===== src/rtl/instr_encoder_pkg.sv =====
// Shared types and constants for the instruction encoder: class codes, opcode
// prefixes, register codes and the NOP word used for tail padding.
package instr_encoder_pkg;

  typedef enum logic [2:0] {
    CLS_LOAD  = 3'd0,
    CLS_MOVE  = 3'd1,
    CLS_ALU   = 3'd2,
    CLS_JUMP  = 3'd3,
    CLS_CJUMP = 3'd4
  } instr_class_t;

  typedef enum logic [1:0] {
    ST_IDLE,
    ST_STREAM,
    ST_PAD,
    ST_DONE
  } enc_state_t;

  localparam logic [0:0] PFX_LOAD  = 1'b0;
  localparam logic [1:0] PFX_MOVE  = 2'b10;
  localparam logic [2:0] PFX_ALU   = 3'b110;
  localparam logic [3:0] PFX_JUMP  = 4'b1110;
  localparam logic [3:0] PFX_CJUMP = 4'b1111;

  localparam logic [2:0] REG_X0 = 3'd0;
  localparam logic [2:0] REG_X1 = 3'd1;
  localparam logic [2:0] REG_Y0 = 3'd2;
  localparam logic [2:0] REG_Y1 = 3'd3;
  localparam logic [2:0] REG_RO = 3'd4;
  localparam logic [2:0] REG_M  = 3'd5;
  localparam logic [2:0] REG_I  = 3'd6;
  localparam logic [2:0] REG_DM = 3'd7;

  // MOVE x0 <- x0 has no architectural effect, so it doubles as the NOP.
  localparam logic [7:0] NOP_WORD = {PFX_MOVE, REG_X0, REG_X0};

endpackage


===== src/rtl/instr_pack.sv =====
// Combinational packer: instruction class plus fields to an 8-bit word, with a
// flag for class codes that have no encoding.
module instr_pack
  import instr_encoder_pkg::*;
(
  input  logic [2:0] i_class,
  input  logic [2:0] i_dst,
  input  logic [2:0] i_src,
  input  logic [3:0] i_data,
  input  logic       i_x_sel,
  input  logic       i_y_sel,
  output logic [7:0] o_word,
  output logic       o_illegal
);

  always_comb begin
    o_word    = NOP_WORD;
    o_illegal = 1'b0;
    case (i_class)
      CLS_LOAD:  o_word = {PFX_LOAD, i_dst, i_data};
      CLS_MOVE:  o_word = {PFX_MOVE, i_dst, i_src};
      CLS_ALU:   o_word = {PFX_ALU, i_x_sel, i_y_sel, i_data[2:0]};
      CLS_JUMP:  o_word = {PFX_JUMP, i_data};
      CLS_CJUMP: o_word = {PFX_CJUMP, i_data};
      default:   o_illegal = 1'b1;
    endcase
  end

endmodule


===== src/rtl/instruction_encoder.sv =====
// Program loader: encodes valid/ready instruction requests and writes them to
// program memory. Define INSTR_ENCODER_NOP_PAD_EN to NOP-fill the tail on finish.
module instruction_encoder
  import instr_encoder_pkg::*;
#(
  parameter int ADDR_W = 8
) (
  input  logic              clk,
  input  logic              sync_reset_n,
  input  logic              start,
  input  logic              finish,
  input  logic              req_valid,
  output logic              req_ready,
  input  logic [2:0]        req_class,
  input  logic [2:0]        req_dst,
  input  logic [2:0]        req_src,
  input  logic [3:0]        req_data,
  input  logic              req_x_sel,
  input  logic              req_y_sel,
  output logic              pm_wr_en,
  output logic [ADDR_W-1:0] pm_wr_addr,
  output logic [7:0]        pm_wr_data,
  output logic [ADDR_W:0]   instr_count,
  output logic              illegal,
  output logic              done
);

  localparam int DEPTH = 2 ** ADDR_W;
  localparam logic [ADDR_W:0] FULL_COUNT = (ADDR_W + 1)'(DEPTH);

  enc_state_t        r_state, w_state_next;
  logic [ADDR_W-1:0] r_addr;
  logic [ADDR_W:0]   r_count;
  logic              r_illegal;
  logic              r_wr_en;
  logic [ADDR_W-1:0] r_wr_addr;
  logic [7:0]        r_wr_data;

  logic [7:0]        w_word;
  logic              w_cls_illegal;
  logic              w_accept;
  logic              w_legal_acc;
  logic [ADDR_W:0]   w_count_inc;

  instr_pack u_pack (
    .i_class   (req_class),
    .i_dst     (req_dst),
    .i_src     (req_src),
    .i_data    (req_data),
    .i_x_sel   (req_x_sel),
    .i_y_sel   (req_y_sel),
    .o_word    (w_word),
    .o_illegal (w_cls_illegal)
  );

  assign req_ready   = (r_state == ST_STREAM) && (r_count < FULL_COUNT);
  assign w_accept    = req_valid && req_ready;
  assign w_legal_acc = w_accept && !w_cls_illegal;
  assign w_count_inc = r_count + (ADDR_W + 1)'(1);

  always_ff @(posedge clk) begin
    if (!sync_reset_n) begin
      r_state <= ST_IDLE;
    end else begin
      r_state <= w_state_next;
    end
  end

  always_comb begin
    w_state_next = r_state;
    case (r_state)
      ST_IDLE, ST_DONE: begin
        if (start) w_state_next = ST_STREAM;
      end
      ST_STREAM: begin
        // Filling the last word wins over a coincident finish: nothing left to pad.
        if (w_legal_acc && (w_count_inc == FULL_COUNT)) begin
          w_state_next = ST_DONE;
        end else if (finish) begin
`ifdef INSTR_ENCODER_NOP_PAD_EN
          w_state_next = ST_PAD;
`else
          w_state_next = ST_DONE;
`endif
        end
      end
`ifdef INSTR_ENCODER_NOP_PAD_EN
      ST_PAD: begin
        if (r_addr == {ADDR_W{1'b1}}) w_state_next = ST_DONE;
      end
`endif
      default: w_state_next = ST_IDLE;
    endcase
  end

  always_ff @(posedge clk) begin
    if (!sync_reset_n) begin
      r_addr    <= '0;
      r_count   <= '0;
      r_illegal <= 1'b0;
      r_wr_en   <= 1'b0;
      r_wr_addr <= '0;
      r_wr_data <= '0;
    end else begin
      r_wr_en <= 1'b0;
      case (r_state)
        ST_IDLE, ST_DONE: begin
          if (start) begin
            r_addr    <= '0;
            r_count   <= '0;
            r_illegal <= 1'b0;
          end
        end
        ST_STREAM: begin
          if (w_accept && w_cls_illegal) begin
            r_illegal <= 1'b1;
          end else if (w_legal_acc) begin
            r_wr_en   <= 1'b1;
            r_wr_addr <= r_addr;
            r_wr_data <= w_word;
            r_addr    <= r_addr + ADDR_W'(1);
            r_count   <= w_count_inc;
          end
        end
`ifdef INSTR_ENCODER_NOP_PAD_EN
        ST_PAD: begin
          r_wr_en   <= 1'b1;
          r_wr_addr <= r_addr;
          r_wr_data <= NOP_WORD;
          r_addr    <= r_addr + ADDR_W'(1);
        end
`endif
        default: ;
      endcase
    end
  end

  assign pm_wr_en    = r_wr_en;
  assign pm_wr_addr  = r_wr_addr;
  assign pm_wr_data  = r_wr_data;
  assign instr_count = r_count;
  assign illegal     = r_illegal;
  assign done        = (r_state == ST_DONE);

endmodule


===== config.mk =====
export PLATFORM = sky130hd
export DESIGN_NAME = instruction_encoder
export DESIGN_NICKNAME = d
export VERILOG_FILES = /design/src/rtl/instr_encoder_pkg.sv /design/src/rtl/instr_pack.sv /design/src/rtl/instruction_encoder.sv
export SDC_FILE = /design/constraint.sdc
export NUM_CORES = 1
export LEC_CHECK = 0
export CORE_MARGIN = 3
export CORE_UTILIZATION = 52
export DETAILED_ROUTE_END_ITERATION = 10
export PLACE_DENSITY = 0.85
export SETUP_SLACK_MARGIN = 0.3
export SLEW_MARGIN = 20
export SYNTH_ARGS = -nofsm -noshare
export SYNTH_HDL_FRONTEND = slang
export SYNTH_SLANG_ARGS = --single-unit

===== constraint.sdc =====
create_clock -name clk -period 4.57 [get_ports clk]
set_clock_uncertainty 0.15 [all_clocks]
set_input_delay 1.371 -clock clk [delete_from_list [all_inputs] [get_ports clk]]
set_output_delay 1.371 -clock clk [all_outputs]
set_load 0.1 [all_outputs]

### Word level (Yosys, flattened, before mapping)

Index checks and enable logic that the tools add are counted.

| cells by class | value |
|---|---|
| add/sub/neg operators | 2 |
| $mul | 0 |
| div/mod/pow operators | 0 |
| $lt $le $gt $ge | 1 |
| equal/unequal tests | 12 |
| shift-type cells | 0 |
| multiplexer cells | 18 |
| bitwise logic cells | 3 |
| reduce and logical (&&, ||, !) cells | 15 |

Operator list:

| kind | number |
|---|---|
| $pmux 8 s5 | 1 |
| $mux 9 | 3 |
| $mux 8 | 3 |
| $pmux 9 s2 | 1 |
| $pmux 8 s2 | 1 |
| $add 9x1->9 const B | 1 |
| $eq 9x9->1 const B | 1 |
| $lt 9x9->1 const B | 1 |
| $add 8x1->8 const B | 1 |
| $eq 3x2->1 const B | 2 |
| $mux 2 | 3 |
| $ne 2x2->1 const B | 3 |
| $reduce_and 3->1 | 2 |
| $logic_and 1x1->1 | 5 |
| $reduce_or 5->1 | 1 |
| $mux 1 | 4 |
| $pmux 2 s2 | 1 |
| $reduce_and 4->1 | 1 |
| $eq 3x1->1 const B | 1 |
| $eq 3x3->1 const B | 1 |
| $logic_not 3->1 | 1 |
| $ne 3x2->1 const B | 1 |
| $not 1->1 | 3 |
| $reduce_or 3->1 | 1 |
| other kinds (8) | 8 |

| storage, ports and cells | value |
|---|---|
| register bits | 37 |
| latch bits | 0 |
| bits in writable memories | 0 |
| ROM bits | 0 |
| logic and storage cells | 58 |
| memories kept | 0 |

### Depth between registers and ports, before layout

| depth | value |
|---|---|
| word-level depth | 7 |
| depth in mapped cells | 8 |
| mapped depth without buffers | 7 |

### Cells and area by module

From an unflattened synthesis, not the netlist that was laid out.

| second synthesis, totals | value |
|---|---|
| cell total of the unflattened synthesis | 235 |
| area, all modules | 1,951.9 µm² |

Modules (own cells, without submodules):

| module | times used | cells each | area an instance (µm²) |
|---|---|---|---|
| instruction_encoder | 1 | 203 | 1,690.4 |
| instr_pack | 1 | 32 | 261.5 |

### Least setup slack after synthesis

Ideal clock, no wire load.

| timing path | value |
|---|---|
| path kind | reg-to-output |
| from | register r_count[8] (netlist: instr_count[8]) |
| to | output req_ready |
| data arrival time | 1,638 ps |
| data required time | 3,049 ps |
| setup slack | 1,411 ps |
| stages on the path, launching flop included | 2 |
| path buffers | 0 |
| path through | dfxtp_1 -> and2b_1 |

| between the ends | value |
|---|---|
| word-level cells in the longest chain between the ends | 2 |

RTL lines:

| item | line | RTL |
|---|---|---|
| start: declaration | instruction_encoder.sv:33 | `logic [ADDR_W:0] r_count;` |
| start signal: assignment | instruction_encoder.sv:122 | `r_count <= w_count_inc;` |
| $lt 9x9->1 | instruction_encoder.sv:56 | `assign req_ready = (r_state == ST_STREAM) && (r_count < FULL_COUNT);` |
| $logic_and 1x1->1 | instruction_encoder.sv:56 |  |
| end: declaration | instruction_encoder.sv:13 | `output logic req_ready,` |

Every way passes these cells.

### Worst setup path after layout

| timing path | value |
|---|---|
| from | register r_state[0] |
| to | output done |

| between the ends | value |
|---|---|
| word-level cells in the longest chain between the ends | 1 |

RTL lines:

| item | line | RTL |
|---|---|---|
| start: declaration | instruction_encoder.sv:31 | `enc_state_t r_state, w_state_next;` |
| start signal: assignment | instruction_encoder.sv:65 | `r_state <= w_state_next;` |
| $eq 2x2->1 | instruction_encoder.sv:143 | `assign done = (r_state == ST_DONE);` |
| end: declaration | instruction_encoder.sv:25 | `output logic done` |

Every way passes these cells.

==> out/metrics.csv <==
metric;value;unit
path_max_fanout;5;
finalSetupViolCount;0;
status;finished, final reports clean;
avgSynthCellArea;8.72;µm²
h-tree-depth;2;
clock_latency;0.34;ns
cts_tree;done;
die_w;66.2;µm
syn_inst;216;
cts_made_buffers;5;
ios;49;
synth_nets;242;
routedWlPerCell;13.2;µm
diodes;0;
grt_max_degree;28;
drc;0;
finalHoldViolCount;0;
ys.flop_type;dfxtp_1;
port-buffer-count;48;
rsz0062_at_grt;no;
ctsResizeCount;0;
dp_hpwl;2870;µm
nets;289;
maxUsedRoutingLayer;met4;
cp-startpoint;r_state[0];
gp_congestion;0.848;
gr-total-overflow;0;
wl;4100;µm
grt_antenna_before_repair;0;
grt_pass1_wl;6820;µm
leakage;0.945;nW
grt_usage;20.4;%
ir_worst_vdd;0.000355;V
startpoint_type;flip-flop;
ys_types;45;
synth_seq_cells;37;
ys_seq_area_share;39.3;%
first_pass_iters;4;
rr_startpoint;r_state[0];
start_util;55.1;%
die_area;4380;µm²
drv_slew;0;
via_per_inst;5.43;
synth_area;1880;µm²
drive_gt1_share;7.58;%
worstMarginPinSlew;0.980;ns
cts.sinks;37;
setup-tns-final;0;ns
grt_pass1_vias;1552;
row_count;21;
maxCapViolations;0;
core_area;3420;µm²
wl_met1;1820;µm
fin_crit;3.61;ns
slew_headroom;34.4;%
dp_slack;0.863;ns
clk_pin_slew_worst_paths;0.12;ns
ctsLongestPathBuffers;2;
criticalPathCategory;reg2out;
num_vias;1684;
drtIter0Drc;101;
power.density;496;nW/µm²
cts_hold_buffers;0;
min-delay-start;pm_wr_addr[3];
layout_setup_ws;0.963;ns
hp-class;reg2reg;
cts_root_buf;clkbuf_4;
ant_nets;0;
fmax;277;MHz
die_h;66.2;µm
route.met3.wl;270;µm
async_reset_ff_share;0;%
arrival;2.09;ns
cp_data_required_time;3.05;ns
cts_setup_buffers;0;
synth_warnings;0;
routed-wl-met2;1960;µm
synth_edf_count;0;
end_kind;output pin;
syn_to_final_growth;31.4;%
period_share;78.9;%
-- cell families (layout without fill, tap and decap cells) --
kind of cell	Yosys count	in the layout	synth area share (%)
compound gates	47	47	19.0
simple gates	93	93	25.6
xor+xnor	11	11	5.12
flops	37	37	39.3
fa+ha+maj	6	6	3.99
buf+inv	16	64	3.79
mux	6	6	3.19
-- per-layer routing --
layer | track usage [%] | vias to the layer above
met5 | 0 | -
met4 | 7.36 | 0
met1 | 23.4 | 769
met2 | 35.9 | 54
met3 | 5.61 | 7
li1 | - | 854
-- worst paths after layout --
| path | to | slack, ns | depth (start not counted) |
|---|---|---|---|
| setup reg to reg | r_addr[7] | 2.22 | 6 |
| hold / removal | pm_wr_addr[3] | 0.31 | 2 |
| hold reg to reg | pm_wr_addr[3] | 0.31 | 2 |
| setup / recovery | done | 0.96 | 2 |
-- per-stage QoR --
step | instances | cell area [µm²] | hold slack, ns | util [%] | total power [mW]
2_1_floorplan | 216 | 1880 | 0.293 | - | 0.871
3_3_place_gp | 302 | 2380 | 0.292 | 69.8 | 0.980
3_5_place_dp | 302 | 2380 | 0.294 | 69.8 | 0.989
4_1_cts | 310 | 2470 | 0.310 | 72.4 | 1.23
5_1_grt | 310 | 2470 | 0.330 | 72.4 | 1.30
6_report | 310 | 2470 | 0.308 | 72.4 | 1.23
-- flip-flops by register name (all words and copies together), names as in the netlist --
signal and count:
r_addr 8, illegal 1, pm_wr_en 1, pm_wr_addr 8, instr_count 9, r_state 2, pm_wr_data 8
-- cells in the mapped netlist, types with 5 or more instances --
master | n | share of area [%]
buf_2 | 6 | 1.6
nor2_1 | 23 | 4.6
ha_1 | 6 | 4.0
mux2i_1 | 6 | 3.2
a21oi_1 | 7 | 1.9
xor2_1 | 8 | 3.7
nand4_1 | 9 | 3.0
nand3_1 | 5 | 1.3
nand2_1 | 31 | 6.2
inv_1 | 5 | 1.0
dfxtp_1 | 37 | 39
o211a_1 | 5 | 2.7
a21boi_1 | 8 | 3.2
-- worst max-delay path: stages (launching register included) --
cell and delay [ns]:
dfxtp_1 0.44, ha_1 0.17, clkdlybuf4s50_1 1.12
-- layout by cell type, fill, tap and decap left out, types with 4 or more instances in the layout --
| cell type | synthesis | routed |
|---|---|---|
| mux2i_1 | 6 | 6 |
| o211ai_1 | 4 | 4 |
| o211a_1 | 5 | 5 |
| dfxtp_1 | 37 | 37 |
| o22ai_1 | 4 | 4 |
| nand4_1 | 9 | 9 |
| nand3_1 | 5 | 5 |
| ha_1 | 6 | 6 |
| nor2_1 | 23 | 23 |
| xor2_1 | 8 | 8 |
| nand2_1 | 31 | 31 |
| a21boi_1 | 8 | 8 |
| clkdlybuf4s50_1 | 0 | 47 |
| inv_1 | 5 | 5 |
| a21oi_1 | 7 | 7 |
| clkbuf_4 | 0 | 5 |
-- cell type report --
class / count / area, µm²
clock buffers: 6 / 51.3
clock inverters: 2 / 37.5
fillers: 289 / 942
inverters: 6 / 22.5
multi-input cells: 163 / 1070
flip-flops and latches: 37 / 741
well taps: 46 / 57.6
repair buffers: 50 / 493
-- power breakdown --
group / total [mW] / switching (mW) / internal, mW
registers: 0.390 / 0.0321 / 0.358
clock network: 0.243 / 0.113 / 0.130
logic: 0.594 / 0.419 / 0.176
total: 1.23 / 0.564 / 0.663
Power figures use the tool's default switching activity.
